$ cat config.mk
export PLATFORM = sky130hd
export DESIGN_NAME = ins_sequencer
export DESIGN_NICKNAME = d
export VERILOG_FILES = /design/src/rtl/ins_sequencer.sv
export SDC_FILE = /design/constraint.sdc
export NUM_CORES = 1
export LEC_CHECK = 0
export ABC_AREA = 0
export CAP_MARGIN = 40
export CORE_MARGIN = 2
export CORE_UTILIZATION = 55
export DETAILED_ROUTE_END_ITERATION = 16
export PLACE_DENSITY = 0.84
export RECOVER_POWER = 25
export SYNTH_ARGS = -nofsm -noshare
export SYNTH_HDL_FRONTEND = slang
export SYNTH_SLANG_ARGS = --single-unit
$ cat constraint.sdc
create_clock -name boardclk -period 3.3 [get_ports boardclk]
set_input_delay 0.495 -clock boardclk [delete_from_list [all_inputs] [get_ports boardclk]]
set_output_delay 0.495 -clock boardclk [all_outputs]
set_load 0.01 [all_outputs]
$ cat src/rtl/ins_sequencer.sv
// rtl/ins_sequencer.sv - program buffer + instruction issue FSM driving master's ins/enable and capturing disp
// Optional single-step mode: define INS_SEQ_SINGLE_STEP_EN to add the step port and PAUSE state.
module ins_sequencer #(
  parameter int          DEPTH       = 16,
  parameter int          AW          = 4,
  parameter int          EXEC_CYCLES = 8,
  parameter logic [3:0]  HALT_OP     = 4'b1111
) (
  input  logic          boardclk,
  input  logic          rst,
  input  logic          prog_we,
  input  logic [AW-1:0] prog_addr,
  input  logic [15:0]   prog_data,
  input  logic          start,
`ifdef INS_SEQ_SINGLE_STEP_EN
  input  logic          step,
`endif
  output logic [15:0]   ins,
  output logic          enable,
  input  logic [15:0]   disp,
  input  logic [AW-1:0] res_addr,
  output logic [15:0]   res_data,
  output logic [AW-1:0] pc,
  output logic          busy,
  output logic          done
);

  localparam int            CW       = (EXEC_CYCLES > 1) ? $clog2(EXEC_CYCLES) : 1;
  localparam logic [CW-1:0] CNT_LAST = CW'(EXEC_CYCLES - 1);
  localparam logic [AW-1:0] PC_LAST  = AW'(DEPTH - 1);

  typedef enum logic [2:0] {
    IDLE    = 3'd0,
    FETCH   = 3'd1,
    EXEC    = 3'd2,
    CAPTURE = 3'd3,
    FIN     = 3'd4
`ifdef INS_SEQ_SINGLE_STEP_EN
    ,
    PAUSE   = 3'd5
`endif
  } state_t;

  state_t        state, state_n;
  logic [AW-1:0] pc_n;
  logic [CW-1:0] cnt, cnt_n;
  logic [15:0]   ins_n;
  logic          enable_n;
  logic          capture;
  logic [15:0]   fetch_word;

  logic [15:0] mem [DEPTH];
  logic [15:0] res [DEPTH];

  assign fetch_word = mem[pc];
  assign res_data   = res[res_addr];
  assign busy       = (state != IDLE);
  assign done       = (state == FIN);

  // Program memory has no reset; only loadable while idle.
  always_ff @(posedge boardclk) begin
    if (!rst && state == IDLE && prog_we) begin
      mem[prog_addr] <= prog_data;
    end
  end

  always_ff @(posedge boardclk) begin
    if (rst) begin
      state  <= IDLE;
      pc     <= '0;
      cnt    <= '0;
      ins    <= '0;
      enable <= 1'b0;
      for (int i = 0; i < DEPTH; i++) begin
        res[i] <= '0;
      end
    end else begin
      state  <= state_n;
      pc     <= pc_n;
      cnt    <= cnt_n;
      ins    <= ins_n;
      enable <= enable_n;
      if (capture) begin
        res[pc] <= disp;
      end
    end
  end

  always_comb begin
    state_n  = state;
    pc_n     = pc;
    cnt_n    = cnt;
    ins_n    = ins;
    enable_n = enable;
    capture  = 1'b0;
    case (state)
      IDLE: begin
        if (start) begin
          state_n = FETCH;
          pc_n    = '0;
        end
      end
      FETCH: begin
        ins_n = fetch_word;
        if (fetch_word[15:12] == HALT_OP) begin
          state_n  = FIN;
          enable_n = 1'b0;
        end else begin
          state_n  = EXEC;
          enable_n = 1'b1;
          cnt_n    = '0;
        end
      end
      EXEC: begin
        if (cnt == CNT_LAST) begin
          state_n  = CAPTURE;
          enable_n = 1'b0;
        end else begin
          cnt_n = cnt + CW'(1);
        end
      end
      CAPTURE: begin
        capture = 1'b1;
        if (pc == PC_LAST) begin
          state_n = FIN;
        end else begin
`ifdef INS_SEQ_SINGLE_STEP_EN
          state_n = PAUSE;
`else
          state_n = FETCH;
          pc_n    = pc + AW'(1);
`endif
        end
      end
`ifdef INS_SEQ_SINGLE_STEP_EN
      PAUSE: begin
        if (step) begin
          state_n = FETCH;
          pc_n    = pc + AW'(1);
        end
      end
`endif
      FIN: begin
        state_n = IDLE;
      end
      default: begin
        state_n = IDLE;
      end
    endcase
  end

endmodule

==> results of run 1 <==
==> kinds of logic after synthesis <==
logic type / after synthesis / synth area share, %
and+or+nand+nor: 390 / 9.89
buffers and inverters: 88 / 1.87
DFF: 543 / 70.5
adders and majority gates: 6 / 0.331
xor gates and xnor gates: 3 / 0.116
muxes: 157 / 16.2
AOI/OAI and AO/OA: 44 / 1.13
==> path summary, 6_finish.rpt <==
path	slack (ps)	start	endpoint
hold / removal	450	ins[6]$_SDFFE_PP0P_	ins[6]$_SDFFE_PP0P_
setup / recovery	290	res[3][9]$_SDFFCE_PN0P_	res_data[9]
hold reg to reg	450	ins[6]$_SDFFE_PP0P_	ins[6]$_SDFFE_PP0P_
setup reg to reg	810	flip-flop	ins[10]$_SDFFE_PP0P_
==> registers in the layout, indices dropped and copies added (netlist names), named ones only <==
name	count
state	3
cnt	3
res	256
ins	16
pc	4
enable	1
mem	256
==> power breakdown <==
part	switching (mW)	internal (mW)
combinational	0.406	0.333
sequential	0.0668	7.68
clock	2.59	3.50
total	3.06	11.5
==> per-stage QoR <==
step                worst slack [ps]  hold slack [ps]  cells  power, mW
global route                     188              486   1924       14.9
global placement                 300              444   1829       8.59
floorplan                        434              466   1231       8.26
finish                           286              453   1924       14.6
detailed placement               281              447   1829       8.62
CTS                              258              456   1923       14.6
==> cell usage after synthesis, types with 6 or more instances <==
master,n
o21ai_0,11
inv_1,6
buf_6,6
nor3_1,8
ha_1,6
clkbuf_1,49
and2_1,257
a21oi_1,19
nand2_1,48
buf_1,7
buf_2,17
mux4_2,118
nor2_1,32
mux4_1,38
dfxtp_1,31
edfxtp_1,512
nand2b_1,6
nand3_1,12
==> final cells by class <==
cell class,count,area share [%]
Clock inverter,30,1.32
Multi-Input combinational cell,600,24.2
Timing Repair Buffer,148,5.33
Antenna cell,1,0.00957
Clock buffer,64,5.34
Sequential cell,543,61.2
Tap cell,532,2.55
Inverter,6,0.0861
==> layer usage <==
layer  share of wire [%]  up-vias  global-route usage (%)  wire length, um
li1                    -     5058                       -                -
met1                  34     6128                    29.9            18300
met2                  53      707                    44.1            28000
met3                 8.7      155                    5.06             4630
met4                 4.1        2                    11.1             2190
met5               0.021        -                       0               11
==> worst max-delay path: stages (launching register included) <==
cell and delay (ps):
edfxtp_1 400, mux4_2 490, mux4_2 530, clkdlybuf4s50_1 520
==> metrics.yaml, run 1 <==
route:
  routedWlPerCell_um: 27.6
  drt_iter0_markers: 1252
  post_drt_via_cell_ratio: 6.26
  ant_nets: 0
  drc: 0
  drtPass1Iterations: 6
  vias: 12100
  wl_mm: 53.2
logic_synthesis:
  synth_area_leaders: "edfxtp_1, mux4_2, and2_1"
  ys_types: 43
  synth_fp_nets: 1281
  ys_ff_latch: 543
  syn_area_per_cell_um2: 18.4
  netlist_area_um2: 22700
  synthCells: 1231
  synth_flop_cell: "edfxtp_1"
  yosysWarnings: 0
  synth.largest_area_cell: "edfxtp_1"
  yosysSeqAreaShare_pct: 70.5
  synth_top_cell_area_share_pct: 67.8
  synthArstFlopShare_pct: 0
  synth_edf_count: 512
clock_network:
  post_cts_resized: 0
  root_buffer: "clkbuf_16"
  tritoncts: "built"
  clk_latency_ps: 610
  cts.clk_slew.worst_paths_ps: 60
  cts_buffers: 52
  clockBufferDepth: 3
  cts_setup_buffers: 0
  cts.sinks: 543
  ctsHoldBuffers: 0
  cts_max_level: 2
floorplanning:
  die-area_um2: 42900
  die_x_um: 207
  coreArea_um2: 40700
  rows: 74
  die_h_um: 207
  pin_count: 83
  start_util_pct: 55.7
sta:
  min_period_over_period_pct: 91.3
  hold_violations: 0
  setup_viol_count_final: 0
  fmax_mhz: 332
  slew_headroom_pct: 34.0
  finalCriticalPeriod_ps: 3010
  drv_slew: 0
  worst_pin_slew_ps: 990
  rsz0062_at_grt: "false"
  clock-skew-final_ps: 30.9
  finalSetupTns_ps: 0
min_path:
  min_path_type: "flip-flop to flip-flop"
  whs_path_depth: 2
worst_setup_path:
  cp.required_ps: 2800
  cp_max_fo: 1
  worst-setup-path-type: "flip-flop to primary output"
  rr_worst_depth: 5
  cp-end-kind: "primary output"
  crit_arrival_ps: 2520
  startpoint_type: "flip-flop"
status:
  status: "finished, final reports clean"
job:
  maxCapViolations: 0
cells_and_area:
  final_cell_mix: "edfxtp_1, and2_1, mux4_2, clkdlybuf4s50_1, buf_4"
  multi_input_area_um2: 6320
  fill_cells: 2662
  seqCellArea_um2: 16000
  postLayoutCellArea_um2: 26100
  drive_gt1_share_pct: 21.4
  area_growth_pct: 15.2
  layout.nets: 1401
  mostFrequentLayoutCell: "edfxtp_1"
  post-route-util_pct: 64.2
place:
  postPlaceCellArea_um2: 24400
  io_buffers: 82
  gp_congestion: 0.813
  dp_hpwl_mm: 30.6
grt:
  grt_use_total_pct: 25.0
  grt_pass1_vias: 12800
  overflow: 0
  antenna_found_initial: 2
  grt_pass1_wl_mm: 79.2
  grt_max_degree: 65
power_and_ir_drop:
  ir_drop_v: 0.000532
  p_leak_nw: 8.84
  power_density_nw_per_um2: 557
Note: power is estimated with default switching activity, not from simulation.
==> inputs of run 2 (changes only) <==
--- a/config.mk
+++ b/config.mk
@@ -12,6 +12,7 @@
 export DETAILED_ROUTE_END_ITERATION = 16
 export PLACE_DENSITY = 0.84
 export RECOVER_POWER = 25
+export SKIP_CTS_REPAIR_TIMING = 1
 export SYNTH_ARGS = -nofsm -noshare
 export SYNTH_HDL_FRONTEND = slang
 export SYNTH_SLANG_ARGS = --single-unit
==> results of run 2 <==
No change in the layout: final DEF, timing and power equal those of run 1.
